===== src/rtl/a_bram_request_arbiter_pkg.sv =====
// Shared QKD header for the BRAM request arbiter: request-bit map, FSM encodings
// and the default watchdog limit.
package a_bram_request_arbiter_pkg;

    localparam int REQ_QUBIT = 4;
    localparam int REQ_EVRB  = 3;
    localparam int REQ_PARB  = 2;
    localparam int REQ_SK1   = 1;
    localparam int REQ_SK2   = 0;

    localparam logic [2:0] ST_IDLE   = 3'd0;
    localparam logic [2:0] ST_ISSUE  = 3'd1;
    localparam logic [2:0] ST_WAIT   = 3'd2;
    localparam logic [2:0] ST_DONE   = 3'd3;
    localparam logic [2:0] ST_ERROR  = 3'd4;

    localparam int          ARB_TIMEOUT_W = 24;
    localparam int unsigned ARB_TIMEOUT   = 32'd16777215;

    // Index of the set bit of a one-hot vector (0 when the vector is empty).
    function automatic int onehot_to_idx(input logic [31:0] v);
        int idx;
        idx = 0;
        for (int i = 0; i < 32; i++) begin
            if (v[i]) idx = i;
        end
        return idx;
    endfunction

endpackage


===== src/rtl/a_rr_picker.sv =====
// Combinational round-robin picker: first eligible bit at or above i_rr_ptr, wrapping.
// Zero latency; no flow control of its own.
module a_rr_picker
#(
    parameter int N     = 5,
    parameter int PTR_W = 3
) (
    input  logic [N-1:0]     i_eligible,
    input  logic [PTR_W-1:0] i_rr_ptr,
    output logic [N-1:0]     o_grant,
    output logic             o_any_valid
);

    always_comb begin
        int w_idx;
        w_idx       = 0;
        o_grant     = '0;
        o_any_valid = 1'b0;
        for (int k = 0; k < N; k++) begin
            w_idx = int'(i_rr_ptr) + k;
            if (w_idx >= N) w_idx = w_idx - N;
            if (!o_any_valid && i_eligible[w_idx]) begin
                o_grant[w_idx] = 1'b1;
                o_any_valid    = 1'b1;
            end
        end
    end

endmodule


===== src/rtl/a_bram_request_arbiter.sv =====
// Round-robin share of Alice's BRAM request channel; request_valid 2 cycles after a pick,
// done 1 cycle after new_round. Picks only while ctrl_ready; withdraws to IDLE if it drops in ISSUE.
module a_bram_request_arbiter
    import a_bram_request_arbiter_pkg::*;
#(
    parameter int          NUM_REQ   = 5,
    parameter int          TIMEOUT_W = ARB_TIMEOUT_W,
    parameter int unsigned TIMEOUT   = ARB_TIMEOUT
) (
    input  logic               clk,
    input  logic               rst_n,
    input  logic [NUM_REQ-1:0] req,
    input  logic [NUM_REQ-1:0] req_mask,
    input  logic               ctrl_ready,
    input  logic               new_round,
    input  logic               clr_err,
    output logic               request_valid,
    output logic [NUM_REQ-1:0] req_vec,
    output logic [NUM_REQ-1:0] done,
    output logic               busy,
    output logic               timeout_err,
    output logic [2:0]         arb_state
);

    localparam int PTR_W = (NUM_REQ > 1) ? $clog2(NUM_REQ) : 1;
    localparam logic [TIMEOUT_W-1:0] TMO_LAST = TIMEOUT_W'(TIMEOUT - 1);

    logic [2:0]           r_state;
    logic [PTR_W-1:0]     r_rr_ptr;
    logic [NUM_REQ-1:0]   r_grant;
    logic [TIMEOUT_W-1:0] r_timer;
    logic                 r_request_valid;
    logic [NUM_REQ-1:0]   r_req_vec;
    logic [NUM_REQ-1:0]   r_done;
    logic                 r_timeout_err;

    logic [NUM_REQ-1:0]   w_eligible;
    logic [NUM_REQ-1:0]   w_pick;
    logic                 w_any_valid;
    int                   w_grant_idx;
    logic [PTR_W-1:0]     w_next_ptr;

    assign w_eligible = req & ~req_mask;

    a_rr_picker #(
        .N     (NUM_REQ),
        .PTR_W (PTR_W)
    ) u_picker (
        .i_eligible  (w_eligible),
        .i_rr_ptr    (r_rr_ptr),
        .o_grant     (w_pick),
        .o_any_valid (w_any_valid)
    );

    // Pointer moves one past the requester just served or just failed.
    always_comb begin
        w_grant_idx = onehot_to_idx(32'(r_grant));
        w_next_ptr  = '0;
        if (w_grant_idx < NUM_REQ - 1) w_next_ptr = PTR_W'(w_grant_idx + 1);
    end

    always_ff @(posedge clk) begin
        if (!rst_n) begin
            r_state         <= ST_IDLE;
            r_rr_ptr        <= '0;
            r_grant         <= '0;
            r_timer         <= '0;
            r_request_valid <= 1'b0;
            r_req_vec       <= '0;
            r_done          <= '0;
            r_timeout_err   <= 1'b0;
        end else begin
            r_request_valid <= 1'b0;
            r_done          <= '0;
            case (r_state)
                ST_IDLE: begin
                    if (w_any_valid && ctrl_ready) begin
                        r_grant <= w_pick;
                        r_state <= ST_ISSUE;
                    end
                end
                ST_ISSUE: begin
                    if (ctrl_ready) begin
                        r_request_valid <= 1'b1;
                        r_req_vec       <= r_grant;
                        r_timer         <= '0;
                        r_state         <= ST_WAIT;
                    end else begin
                        r_grant <= '0;
                        r_state <= ST_IDLE;
                    end
                end
                ST_WAIT: begin
                    r_timer <= r_timer + 1'b1;
                    // A round completing on the last allowed cycle still counts as served.
                    if (new_round) begin
                        r_done    <= r_grant;
                        r_req_vec <= '0;
                        r_state   <= ST_DONE;
                    end else if (r_timer == TMO_LAST) begin
                        r_timeout_err <= 1'b1;
                        r_req_vec     <= '0;
                        r_state       <= ST_ERROR;
                    end
                end
                ST_DONE: begin
                    r_rr_ptr <= w_next_ptr;
                    r_grant  <= '0;
                    r_state  <= ST_IDLE;
                end
                ST_ERROR: begin
                    if (clr_err) begin
                        r_timeout_err <= 1'b0;
                        r_rr_ptr      <= w_next_ptr;
                        r_grant       <= '0;
                        r_state       <= ST_IDLE;
                    end
                end
                default: begin
                    r_state <= ST_IDLE;
                end
            endcase
        end
    end

    assign request_valid = r_request_valid;
    assign req_vec       = r_req_vec;
    assign done          = r_done;
    assign busy          = (r_state != ST_IDLE);
    assign timeout_err   = r_timeout_err;
    assign arb_state     = r_state;

endmodule


===== config.mk =====
export PLATFORM = sky130hd
export DESIGN_NAME = a_bram_request_arbiter
export DESIGN_NICKNAME = d
export VERILOG_FILES = /design/src/rtl/a_bram_request_arbiter_pkg.sv /design/src/rtl/a_rr_picker.sv /design/src/rtl/a_bram_request_arbiter.sv
export SDC_FILE = /design/constraint.sdc
export NUM_CORES = 1
export LEC_CHECK = 0
export BUFFER_PORTS_ARGS = -buffer_cell sky130_fd_sc_hd__buf_2
export CAP_MARGIN = 25
export CORE_ASPECT_RATIO = 1.1
export CORE_UTILIZATION = 40
export CTS_CLUSTER_DIAMETER = 80
export DETAILED_ROUTE_END_ITERATION = 6
export GPL_ROUTABILITY_DRIVEN = 1
export HOLD_SLACK_MARGIN = 0.05
export SLEW_MARGIN = 10
export SYNTH_ARGS = -nofsm -noshare
export SYNTH_HDL_FRONTEND = slang
export SYNTH_SLANG_ARGS = --single-unit

===== constraint.sdc =====
create_clock -name clk -period 8.56 [get_ports clk]
set_input_delay 0.428 -clock clk [delete_from_list [all_inputs] [get_ports clk]]
set_output_delay 0.428 -clock clk [all_outputs]
set_load 0.02 [all_outputs]

Word-level counts from Yosys, hierarchy flattened:

Index checks and enable logic that the tools add are counted.

* add/sub/neg operators: 11
* magnitude comparators: 16
* eq/ne operators: 12
* muxes and demuxes: 68
* bitwise logic cells: 6
* reductions and logical operators: 28

Operators with widths (count)
* 32-bit two-way mux: 8
* 32-bit by 1-bit >= comparator with 1-bit output (second input constant): 5
* 32-bit by 5-bit less-than comparator with 1-bit output (second input constant): 5
* 32-bit by 4-bit >= comparator with 1-bit output (second input constant): 4
* 32-bit by 4-bit subtractor with 32-bit output (second input constant): 4
* 5-bit two-way mux: 11
* 24-bit one-hot mux with 2 select lines: 1
* 32-bit by 4-bit less-than comparator with 1-bit output (second input constant): 1
* 1-bit two-way mux: 25
* 24-bit by 1-bit adder with 24-bit output (second input constant): 1
* 24-bit equality test (second input constant): 1
* 24-bit two-way mux: 1
* 5-bit OR: 4
* 5-bit one-hot mux with 4 select lines: 1
* 3-bit two-way mux: 6
* 1-bit binary-select mux with 3-bit select: 5
* 1-bit demux with 3-bit select: 5
* 2-bit != test (second input constant): 6
* 3-bit one-hot mux with 4 select lines: 1
* 1-bit logical AND: 10
* 5-bit one-hot mux with 2 select lines: 1
* 3-bit AND reduction: 3
* 3-bit by 2-bit adder with 4-bit output (second input constant): 2
* 4-bit AND reduction: 2
* other kinds (20): 28

* register bits: 47
* input port bits: 15
* output and inout port bits: 16
* word-level logic and storage cells: 149

Depth between registers and ports, before layout:

Gate-level depths: netlist of run 1.

* depth in word-level cells: 21
* depth in mapped cells: 16
* gate-level depth less buffers: 13

Modules after synthesis:

A second synthesis of run 1 with hierarchy kept.

* cells, all modules: 474
* area, all modules: 3807.4 um^2

Modules (own cells, without submodules)
* a_bram_request_arbiter: times used 1, cells each 255, area each 2282.2 um^2, sequential area each 940.9 um^2
* a_rr_picker: times used 1, cells each 219, area each 1525.2 um^2, sequential area each 0.0 um^2

Worst setup path after synthesis of run 1:

No wires, ideal clock.

* kind: register -> register
* start point: register r_rr_ptr[0]
* end point: register r_grant[1]
* library setup time: 118 ps
* arrival time: 3122 ps
* data required time: 8442 ps
* path slack: 5320 ps
* cell stages (with the launch flop): 16
* buffers on the path: 4
* clock period less this slack: 3240 ps
* cell sequence: dfxtp_1 > buf_4 > inv_1 > buf_2 > ha_1 > fa_1 > a21bo_1 > buf_2 > mux2i_4 > o21ai_1 > o22a_1 > buf_2 > nand3b_1 > o21bai_1 > a21oi_1 > nand2b_1

* longest elaborated chain between the ends: 21
* elaborated cells between the ends (all ways): 86
* those cells by class: add/sub: 9; order compare: 15; eq/ne: 1; mux: 42; bitwise: 4; reduce/logical: 15

Ends and longest elaborated chain
* start: declaration: RTL line a_bram_request_arbiter.sv:29 `logic [PTR_W-1:0] r_rr_ptr;`
* start signal: assignment: RTL line a_bram_request_arbiter.sv:107 `r_rr_ptr <= w_next_ptr;`
* start signal: assignment: RTL line a_bram_request_arbiter.sv:114 `r_rr_ptr <= w_next_ptr;`
* parallel branches: the longest is 21 deep, another holds 32-bit by 4-bit subtractor with 32-bit output
* end signal: assignment: RTL line a_bram_request_arbiter.sv:78 `r_grant <= w_pick;`
* end: declaration: RTL line a_bram_request_arbiter.sv:30 `logic [NUM_REQ-1:0] r_grant;`

Several ways; the timed one is not identified. The select of a mux whose other input is x is not followed.
A chain may end at the register's enable or synchronous reset.

Final worst setup path of run 1:

Same ends and word-level chain as after synthesis.

==> results of run 1 <==
-- registers in the layout, summed over array words and instances, names as in the netlist --
signal and flops:
timeout_err 1, r_grant 5, done 5, request_valid 1
req_vec 5, r_rr_ptr 3, arb_state 3, r_timer 24
-- layout make-up --
cell class / count / area [um2]
inverters: 14 / 52.6
flip-flops and latches: 47 / 941
well taps: 114 / 143
clock inverters: 2 / 38.8
clock buffers: 6 / 82.6
fillers: 898 / 4900
multi-input cells: 404 / 2600
repair buffers: 32 / 165
-- routing by layer --
| metal | share of wire, % | up-vias | global-route usage [%] |
|---|---|---|---|
| met5 | 0 | - | 0 |
| met4 | 0.66 | 0 | 4.26 |
| met3 | 5.7 | 8 | 2.58 |
| met2 | 44 | 99 | 33.5 |
| met1 | 49 | 1705 | 30.1 |
| li1 | - | 1841 | - |
-- critical path, cell delays in order, from the launching register on --
cell and delay, ps:
dfxtp_1 320, buf_4 350, inv_1 390, ha_1 330, fa_1 420, a21bo_1 420
mux2i_4 340, o21ai_1 100, o22a_1 320, nand3b_1 210, o21bai_1 460, a21oi_1 90
nand2b_1 160
-- synthesized netlist by cell type (5+ instances only) --
master,n,area (um2)
nor2_1,53,199
dfxtp_1,47,941
a21oi_1,42,210
nand2_1,41,154
nand3_1,32,160
ha_1,21,263
o21ai_0,16,80.1
nand2b_1,14,87.6
inv_1,13,48.8
nor2b_1,12,75.1
nor3_1,12,60.1
or3_1,12,75.1
o211ai_1,11,82.6
clkbuf_1,10,37.5
and2_1,8,50.1
and3_1,8,50.1
a22oi_1,7,52.6
buf_2,7,35.0
nand3b_1,7,52.6
nand4_1,7,43.8
a21o_1,5,37.5
nor4_1,5,31.3
o21ai_1,5,25.0
-- power breakdown --
part	switching (uW)	internal, uW
clock network	77.9	96.1
registers	3.16	221
logic	40.4	20.8
-- worst min path at each step --
stage | from | endpoint | slack [ps] | cells after the start
3_3_place_gp | req_vec[1]$_SDFFE_PN0P_ | req_vec[1]$_SDFFE_PN0P_ | 450 | 1
3_5_place_dp | req_vec[1]$_SDFFE_PN0P_ | req_vec[1]$_SDFFE_PN0P_ | 450 | 1
5_1_grt | ctrl_ready | arb_state[2]$_SDFFE_PN0P_ | 430 | 2
4_1_cts | ctrl_ready | arb_state[2]$_SDFFE_PN0P_ | 420 | 2
6_report | rst_n | timeout_err$_SDFFE_PN0P_ | 420 | 2
2_1_floorplan | r_timer[4]$_SDFFE_PN0P_ | r_timer[4]$_SDFFE_PN0P_ | 440 | 1
-- metrics by stage --
stage / setup slack (ps) / util [%] / std cells
6_report: 4520 / 45.1 / 619
4_1_cts: 4580 / 45.1 / 619
5_1_grt: 4250 / 45.1 / 619
3_5_place_dp: 4600 / 43.7 / 611
3_3_place_gp: 4710 / 43.7 / 611
2_1_floorplan: 5320 / - / 487
-- cells by family (layout without fill, tap and decap cells) --
logic type | after synthesis | after routing | synth area share [%]
AO/OA/AOI/OAI | 147 | 147 | 28.0
XOR/XNOR | 1 | 1 | 0.439
adder cells (fa/ha/maj) | 22 | 22 | 7.64
buffers and inverters | 36 | 54 | 4.39
flip-flops | 47 | 47 | 25.4
multiplexers | 7 | 7 | 2.30
AND/OR/NAND/NOR | 227 | 227 | 31.9
==> impl_summary.txt, run 1 <==
----------------------------------------------------
[Clock network]
  Clock-pin transition on the worst setup and hold timing paths ... 100 ps
  CTS tree ... yes
  H-tree level count ... 2
  Clock root buffer ... clkbuf_8
  Clock latency on the worst-skew pair ... 310 ps
  TritonCTS sink count ... 47
  Number of CTS-inserted buffers ... 5
  Number of buffers inserted to repair setup after CTS ... 0
  Bufs on Longest Clock Path ... 2
  Post-cts repair resize count ... 0
  Count of hold-fix buffers inserted at cts ... 0

[Logic synthesis]
  Portion of the post-synthesis area used by sequential elements ... 25.4%
  #FFs+latches synth ... 47
  Distinct cell type count after synthesis ... 73
  Count of flip-flops with a built-in enable after synthesis ... 0
  Count of warnings emitted by yosys ... 0
  Mapped Avg Cell Area ... 7.60 um2
  Net Count, Synth ... 524
  Top FF cell, synth ... dfxtp_1
  Fraction of synthesis flops using an asynchronous set or reset pin ... 0%
  Synthesized cell area ... 3700 um2
  Cell count after synthesis ... 487

[Critical path]
  Reg2Reg Setup Slack ... 4520 ps
  Worst setup path startpoint ... r_rr_ptr[0]$_SDFFE_PN0P_
  Critical path arrival ... 4230 ps
  Nature of the critical path startpoint ... flop
  Req. time, crit path ... 8760 ps
  Worst reg2reg path depth ... 12
  Largest fanout on the critical path ... 39
  Reg2reg start ... r_rr_ptr[0]$_SDFFE_PN0P_
  Worst setup path category ... reg2reg
  Reg2reg end ... r_grant[1]$_SDFFE_PN0P_
  Capturing element of the worst setup path ... r_grant[1]$_SDFFE_PN0P_
  CP Capture Type ... flop

[Placement]
  HPWL after detailed placement ... 7420 um
  Placer Congestion ... 0.928
  Port Buffers ... 30
  Cell Area, Placed ... 3900 um2

[Timing]
  Time the final worst path needs with I/O delays and setup ... 4040 ps
  Tightest hold margin ... 423 ps
  Setup violators final ... 0
  Max Freq ... 248 MHz
  Hold violation count in the final report ... 0
  Setup Total Neg Slack ... 0 ps
  Share of the clock period used by the worst path ... 47.2%
  Headroom to the max-slew limit ... 49.2%
  Unrepaired setup endpoints after global routing ... false
  Slew Limit Fails ... 0
  Largest clock skew in the final design ... 12.0 ps
  Transition time at the pin with the least slew margin ... 756 ps

[Run]
  Max-capacitance violation count ... 0

[Drt]
  Number of DRC violations after detailed-routing iteration 0 ... 229
  Number of vias in the routed layout ... 3653
  Final routed DRC violation total ... 0
  Total detailed-routing wirelength ... 9810 um
  Via density per instance ... 5.90
  Pre-antenna DRT Iters ... 5
  Routed wire per std cell ... 15.8 um
  Number of nets with antenna violations after routing ... 0

[Global routing]
  GRT Resource Usage Total ... 20.9%
  Pin count of the biggest net entering global routing ... 40
  First-pass GRT wire length ... 16100 um
  Number of antenna violations at the first check in global routing ... 0
  Vias in the first global route ... 3250
  Overflow left after global routing ... 0

[Finish]
  Ratio of cells with drive above 1 in the final layout ... 12.5%
  Area growth from synthesis to final layout ... 8.61%
  Nets@finish ... 541
  Commonest non-fill, non-tap cell in the layout ... nor2_1
  Post-route cell area ... 4020 um2
  Leading cell types in the layout, fill and taps excluded ... nor2_1, dfxtp_1, a21oi_1
  ANT cells ... 0

[Die]
  Die outline width ... 93.7 um
  Std cell rows ... 36
  Die span in y ... 103 um
  Core area ... 8920 um2
  Starting utilization of the core area ... 41.5%
  Ports placed on the boundary ... 31
  Die Footprint ... 9650 um2

[Pwr]
  Overall power ... 459 uW
  Worst IR drop on VDD ... 0.0726 mV
  Leakage power of the design ... 0.00155 uW
  Power density of the placed cells ... 114 nW/um2

[Worst hold path]
  Type of the most critical hold path ... in2reg

[Run status]
  Result of the run ... complete, no violations

----------------------------------------------------
Note: power is estimated with default switching activity, not from simulation.
==> run 2, diff against run 1 <==
--- a/config.mk
+++ b/config.mk
@@ -5,6 +5,7 @@
 export SDC_FILE = /design/constraint.sdc
 export NUM_CORES = 1
 export LEC_CHECK = 0
+export ABC_AREA = 1
 export BUFFER_PORTS_ARGS = -buffer_cell sky130_fd_sc_hd__buf_2
 export CAP_MARGIN = 25
 export CORE_ASPECT_RATIO = 1.1
==> constraint.sdc (replaced) <==
create_clock -name clk -period 4.04 [get_ports clk]
set_input_delay 0.202 -clock clk [delete_from_list [all_inputs] [get_ports clk]]
set_output_delay 0.202 -clock clk [all_outputs]
set_load 0.02 [all_outputs]
==> impl_summary.txt, run 2 <==
----------------------------------------------------
[Run status]
  Result of the run ... complete, no violations

[Placement]
  Post-Place Setup Slack ... 833 ps (-3770 ps)
  Placer Congestion ... 0.831 (-10%)
  HPWL after detailed placement ... 7140 um (-3.8%)
  Port Buffers ... 30 (unchanged)

[Critical path]
  Cell Chain, Critical Path ... inv_1 -> ha_1 -> inv_1 -> ha_1 -> a21oi_4 -> nor2_1 -> nor2_2 -> nor2_1 -> nand3_1 -> nand3_2 -> nand4_2 -> o21bai_1 -> nand2_1 -> nand2_1 -> nor2_2 -> nand2_1 -> nand2_1 -> nor2_1
  Slowest CP cell ... dfxtp_1
  Nature of the critical path startpoint ... flop
  Req. time, crit path ... 4240 ps (-4520 ps)
  Worst setup path category ... reg2reg
  Crit path largest cell delay ... 390 ps (-70 ps)
  Critical path arrival ... 3460 ps (-770 ps)
  Cell type with the highest occurrence count on the critical path ... nand2_1
  Largest fanout on the critical path ... 14 (-64%)
  CP Capture Type ... flop

[Logic synthesis]
  Mapped Avg Cell Area ... 6.30 um2 (-17%)
  Count of warnings emitted by yosys ... 0 (unchanged)
  #FFs+latches synth ... 47 (unchanged)
  Synthesized cell area ... 3600 um2 (-2.8%)
  Fraction of synthesis flops using an asynchronous set or reset pin ... 0% (unchanged)
  Net Count, Synth ... 609 (+16%)
  Count of flip-flops with a built-in enable after synthesis ... 0 (unchanged)
  Distinct cell type count after synthesis ... 44 (-40%)
  Cell types with the highest counts after synthesis ... nand2_1, inv_1, nor2_1, dfxtp_1, nand3_1
  Cell types with the largest area share after synthesis ... dfxtp_1, nand2_1, inv_1, nor2_1, ha_1
  Portion of the post-synthesis area used by sequential elements ... 26.1% (+0.72 points)
  Cell count after synthesis ... 572 (+17%)
  Cell type with the largest total area after synthesis ... dfxtp_1
  Top-area cell type share of the netlist area ... 26.1% (+0.72 points)
  Top FF cell, synth ... dfxtp_1
  Most used standard cell by instance count after synthesis ... nand2_1

[Timing]
  Max Freq ... 307 MHz (+24%)
  Share of the clock period used by the worst path ... 80.7% (+34 points)
  Transition time at the pin with the least slew margin ... 847 ps (+90.9 ps)
  Slew Limit Fails ... 0 (unchanged)
  Hold violation count in the final report ... 0 (unchanged)
  Time the final worst path needs with I/O delays and setup ... 3260 ps (-775 ps)
  Largest clock skew in the final design ... 4.00 ps (-8.02 ps)
  Minimum setup slack in the final design ... 778 ps (-3740 ps)
  Setup Total Neg Slack ... 0 ps (unchanged)
  Headroom to the max-slew limit ... 43.1% (-6.0 points)
  Unrepaired setup endpoints after global routing ... false
  Setup violators final ... 0 (unchanged)

[Drt]
  Final routed DRC violation total ... 0 (unchanged)
  Number of vias in the routed layout ... 3659 (+0.16%)
  Routed wire per std cell ... 12.9 um (-18%)
  Number of DRC violations after detailed-routing iteration 0 ... 154 (-33%)
  Total detailed-routing wirelength ... 9210 um (-6.1%)
  Via density per instance ... 5.13 (-13%)
  Pre-antenna DRT Iters ... 5 (unchanged)
  Routed length on met3 ... 294 um (-47%)
  Uppermost layer routed ... met4
  Met2 wire length ... 4310 um (-0.80%)
  Met1 wire length ... 4540 um (-6.1%)
  Number of nets with antenna violations after routing ... 0 (unchanged)

[Finish]
  Ratio of cells with drive above 1 in the final layout ... 12.3% (-0.18 points)
  ANT cells ... 0 (unchanged)
  Max reg flops ... 24 (unchanged)
  Register bank with the most flops ... r_timer
  Final Core Density ... 46.2% (+1.1 points)
  Commonest non-fill, non-tap cell in the layout ... nand2_1
  Leading cell types in the layout, fill and taps excluded ... nand2_1, inv_1, nor2_1
  Nets@finish ... 639 (+18%)
  Area growth from synthesis to final layout ... 9.59%

[Global routing]
  First-pass GRT wire length ... 15600 um (-3.4%)
  GRT Resource Usage Total ... 20.4% (-0.56 points)
  Vias in the first global route ... 3465 (+6.6%)
  Overflow left after global routing ... 0 (unchanged)
  Pin count of the biggest net entering global routing ... 26 (-35%)
  Number of antenna violations at the first check in global routing ... 0 (unchanged)

[Clock network]
  Number of buffers inserted to repair setup after CTS ... 0 (unchanged)
  Post-cts repair resize count ... 0 (unchanged)
  Count of hold-fix buffers inserted at cts ... 0 (unchanged)
  CTS tree ... yes
  TritonCTS sink count ... 47 (unchanged)
  Clock-pin transition on the worst setup and hold timing paths ... 80 ps (-20 ps)
  Clock latency on the worst-skew pair ... 290 ps (-20 ps)
  Clock root buffer ... clkbuf_8
  H-tree level count ... 2 (unchanged)
  Bufs on Longest Clock Path ... 2 (unchanged)
  Number of CTS-inserted buffers ... 5 (unchanged)

[Die]
  Std cell rows ... 35 (-2.8%)
  Core area ... 8540 um2 (-4.3%)
  Starting utilization of the core area ... 42.2% (+0.64 points)
  Die Footprint ... 9390 um2 (-2.7%)
  Ports placed on the boundary ... 31 (unchanged)
  Die span in y ... 102 um (-1.4%)
  Die outline width ... 92.5 um (-1.4%)

[Pwr]
  Net Sw Power ... 1100 uW (+810%)
  Part of the power in registers ... 25.7% (-23 points)
  Power density of the placed cells ... 542 nW/um2 (+370%)
  Worst IR drop on VDD ... 0.236 mV (+230%)
  Power Internal ... 1040 uW (+210%)
  Switching share of power ... 51.6% (+25 points)
  Leakage power of the design ... 0.00177 uW (+14%)
  Proportion of power drawn by the clock network ... 13.4% (-25 points)
  Part of the total power dissipated in combinational logic ... 60.9% (+48 points)

[Run]
  Max-capacitance violation count ... 0 (unchanged)

[Worst hold path]
  Type of the most critical hold path ... in2reg

----------------------------------------------------
-- run 2: cell types whose count changed in the layout (fill, tap and decap cells not counted), sizes merged, moves of 12 or more --
cell    delta
nand2     +95
nand4     +12
nor2      +31
nand2b    -15
nand3     +14
or3       -12
inv       +81
a21oi     -17
nor2b     -12
-- run 2: final timing paths --
| path | from | end | slack, ps | cells past startpoint |
|---|---|---|---|---|
| worst min register to register | req_vec[0]$_SDFFE_PN0P_ | req_vec[0]$_SDFFE_PN0P_ | 470 | 2 |
| worst max register to register | r_rr_ptr[1]$_SDFFE_PN0P_ | r_grant[3]$_SDFFE_PN0P_ | 780 | 18 |
| worst max-delay path | r_rr_ptr[1]$_SDFFE_PN0P_ | r_grant[3]$_SDFFE_PN0P_ | 780 | 18 |
| worst min-delay path | clr_err | timeout_err$_SDFFE_PN0P_ | 220 | 4 |
-- run 2: per-layer routing --
| layer | global-route usage (%) | up-vias |
|---|---|---|
| met5 | 0 | - |
| met1 | 26.9 | 1662 |
| met3 | 2.78 | 6 |
| met4 | 4.21 | 0 |
| met2 | 35.4 | 61 |
| li1 | - | 1930 |
-- run 2: kinds of logic after synthesis --
kind of cell               after synthesis  synth area share [%]
buffers and inverters                  106                  11.5
DFF                                     47                  26.1
adders and majority gates               22                  7.85
AOI/OAI and AO/OA                       89                  15.7
and+or+nand+nor                        307                  38.6
xor gates and xnor gates                 1                 0.243
-- run 2: final cells by class --
| class | instances | area (um2) |
|---|---|---|
| Fill cell | 936 | 4590 |
| Tap cell | 111 | 139 |
| Clock buffer | 6 | 82.6 |
| Inverter | 97 | 367 |
| Timing Repair Buffer | 32 | 165 |
| Multi-Input combinational cell | 419 | 2250 |
| Clock inverter | 1 | 5.00 |
| Sequential cell | 47 | 941 |
-- run 2: power groups by stage --
stage | clock network, uW | registers (uW) | logic [uW]
detailed placement | 0 | 560 | 1290
global route | 312 | 556 | 1490
finish | 286 | 550 | 1300
CTS | 296 | 550 | 1290
floorplan | 0 | 567 | 995
global placement | 0 | 560 | 1260
-- run 2: through the flow --
step	cell area (um2)	power (uW)	instances	hold slack, ps
floorplan	3600	1560	572	381
global placement	3860	1820	706	463
detailed placement	3860	1850	706	464
CTS	3950	2140	713	209
global route	3950	2360	713	243
finish	3950	2140	713	221
-- run 2: critical path, delay by kind of cell, from the launching register on --
family | cells | cell delay (ps)
AO/OA/AOI/OAI | 2 | 280
buffers and inverters | 2 | 400
AND/OR/NAND/NOR | 12 | 1590
flip-flops | 1 | 390
adder cells (fa/ha/maj) | 2 | 520
==> run 3, diff against run 2 <==
==> constraint.sdc (replaced) <==
create_clock -name clk -period 3.2 [get_ports clk]
set_input_delay 0.16 -clock clk [delete_from_list [all_inputs] [get_ports clk]]
set_output_delay 0.16 -clock clk [all_outputs]
set_load 0.02 [all_outputs]
==> impl_summary.txt, run 3 (synthesis results as in run 2) <==
----------------------------------------------------
[Timing]
  Transition time at the pin with the least slew margin ... 743 ps (-103 ps)
  Setup Total Neg Slack ... 0 ps (unchanged)
  Setup violators final ... 0 (unchanged)
  Unrepaired setup endpoints after global routing ... false
  Slew Limit Fails ... 0 (unchanged)
  Share of the clock period used by the worst path ... 90.2% (+9.4 points)
  Largest clock skew in the final design ... 1.81 ps (-2.18 ps)
  Hold violation count in the final report ... 0 (unchanged)
  Headroom to the max-slew limit ... 50.3% (+7.1 points)
  Max Freq ... 347 MHz (+13%)
  Time the final worst path needs with I/O delays and setup ... 2880 ps (-377 ps)

[Critical path]
  Largest fanout on the critical path ... 10 (-4)
  Worst setup path category ... reg2reg
  CP Capture Type ... flop
  Req. time, crit path ... 3400 ps (-840 ps)
  Nature of the critical path startpoint ... flop
  Critical path arrival ... 3090 ps (-370 ps)

[Drt]
  Pre-antenna DRT Iters ... 5 (unchanged)
  Number of vias in the routed layout ... 3715 (+1.5%)
  Number of nets with antenna violations after routing ... 0 (unchanged)
  Number of DRC violations after detailed-routing iteration 0 ... 190 (+23%)
  Via density per instance ... 5.17 (+0.82%)
  Final routed DRC violation total ... 0 (unchanged)
  Total detailed-routing wirelength ... 9140 um (-0.80%)
  Routed wire per std cell ... 12.7 um (-1.5%)

[Clock network]
  H-tree level count ... 2 (unchanged)
  Count of hold-fix buffers inserted at cts ... 0 (unchanged)
  Number of buffers inserted to repair setup after CTS ... 0 (unchanged)
  CTS tree ... yes
  Clock root buffer ... clkbuf_8
  Number of CTS-inserted buffers ... 5 (unchanged)
  Clock-pin transition on the worst setup and hold timing paths ... 80 ps (about the same)
  TritonCTS sink count ... 47 (unchanged)
  Clock latency on the worst-skew pair ... 290 ps (about the same)
  Bufs on Longest Clock Path ... 2 (unchanged)

[Finish]
  Leading cell types in the layout, fill and taps excluded ... nand2_1, inv_1, nor2_1
  Sequential standard cell area ... 942 um2 (+0.13%)
  Commonest non-fill, non-tap cell in the layout ... nand2_1
  Register bank with the most flops ... r_timer
  Nets@finish ... 643 (+0.63%)
  Multi-input logic area ... 2250 um2 (+0.17%)
  ANT cells ... 0 (unchanged)
  Area growth from synthesis to final layout ... 10.4%
  Fillers ... 916 (-2.1%)
  Cell Count, Final, Fillers Out ... 718 (+0.70%)
  Max reg flops ... 24 (unchanged)
  Ratio of cells with drive above 1 in the final layout ... 13.0% (+0.72 points)

[Global routing]
  Vias in the first global route ... 3375 (-2.6%)
  First-pass GRT wire length ... 15600 um (+0.40%)
  Pin count of the biggest net entering global routing ... 20 (-23%)
  GRT Resource Usage Total ... 20.6% (+0.22 points)
  Overflow left after global routing ... 0 (unchanged)
  Number of antenna violations at the first check in global routing ... 0 (unchanged)

[Die]
  Die outline width ... 92.5 um (unchanged)
  Starting utilization of the core area ... 42.2% (unchanged)
  Ports placed on the boundary ... 31 (unchanged)
  Die Footprint ... 9390 um2 (unchanged)
  Core area ... 8540 um2 (unchanged)
  Std cell rows ... 35 (unchanged)
  Die span in y ... 102 um (unchanged)

[Pwr]
  Worst IR drop on VDD ... 0.266 mV (+13%)
  Leakage power of the design ... 0.00179 uW (+0.85%)
  Power density of the placed cells ... 686 nW/um2 (+27%)

[Run]
  Max-capacitance violation count ... 0 (unchanged)

[Placement]
  Instance count after placement with tap cells included ... 710 (+0.57%)
  Placer Congestion ... 0.842 (+1.3%)
  HPWL after detailed placement ... 7120 um (-0.23%)
  Port Buffers ... 30 (unchanged)

[Worst hold path]
  Type of the most critical hold path ... in2reg

[Run status]
  Result of the run ... complete, no violations

----------------------------------------------------
==> run 3: layout make-up <==
class | instances | share of cell area, %
inverter | 97 | 9.22
clock inverter | 1 | 0.126
timing repair buffer | 36 | 4.91
tap | 111 | 3.49
multi-input combinational | 419 | 56.6
clock buffer | 7 | 1.92
sequential | 47 | 23.7
==> run 3: worst max-delay path, stage by stage (launching register included) <==
cell and delay (ps):
dfxtp_2 410, inv_1 80, buf_4 190, fa_1 480, nand2_1 190, nand2_1 100
nand2_2 130, inv_2 70, nand3_1 90, nand2_1 70, nor2_2 200, nand4_2 150
o21bai_1 160, nand2_1 100, nand3b_1 190, nand2_1 80, inv_1 60, nor2_1 40
==> run 3: path summary, 6_finish.rpt <==
kind,start,to,slack (ps),cells past startpoint
max,r_rr_ptr[1]$_SDFFE_PN0P_,r_grant[0]$_SDFFE_PN0P_,320,17
min reg2reg,req_vec[0]$_SDFFE_PN0P_,req_vec[0]$_SDFFE_PN0P_,480,2
min,clr_err,timeout_err$_SDFFE_PN0P_,170,4
max reg2reg,r_rr_ptr[1]$_SDFFE_PN0P_,r_grant[0]$_SDFFE_PN0P_,320,17
==> run 3: routing by layer <==
| layer | vias up | share of wire, % | GRT usage (%) |
|---|---|---|---|
| met1 | 1690 | 49 | 27.8 |
| met2 | 68 | 46 | 34.2 |
| met3 | 14 | 3.0 | 2.93 |
| met4 | 0 | 1.5 | 5.65 |
| li1 | 1943 | - | - |
| met5 | - | 0 | 0 |
==> run 3: report_power, final <==
group	total [uW]	internal [uW]	switching (uW)	leakage, uW
clock network	348	154	194	0.0000422
registers	687	640	46.9	0.000381
logic	1690	516	1180	0.00137
==> run 3: per-stage QoR <==
stage               hold slack (ps)  total power, uW  instance area (um2)  worst slack [ps]  utilization [%]
finish                          166             2730                 3980               315             46.5
global route                    183             3020                 3980              62.1             46.5
detailed placement              460             2370                 3890               230             45.5
floorplan                       339             1970                 3600               633                -
CTS                             161             2720                 3970               214             46.5
global placement                460             2340                 3890               323             45.5
==> run 3: timing repair <==
action	in CTS	in global routing
hold endpoints to repair	0	0
resized for setup	0	3
setup endpoints to repair	0	5
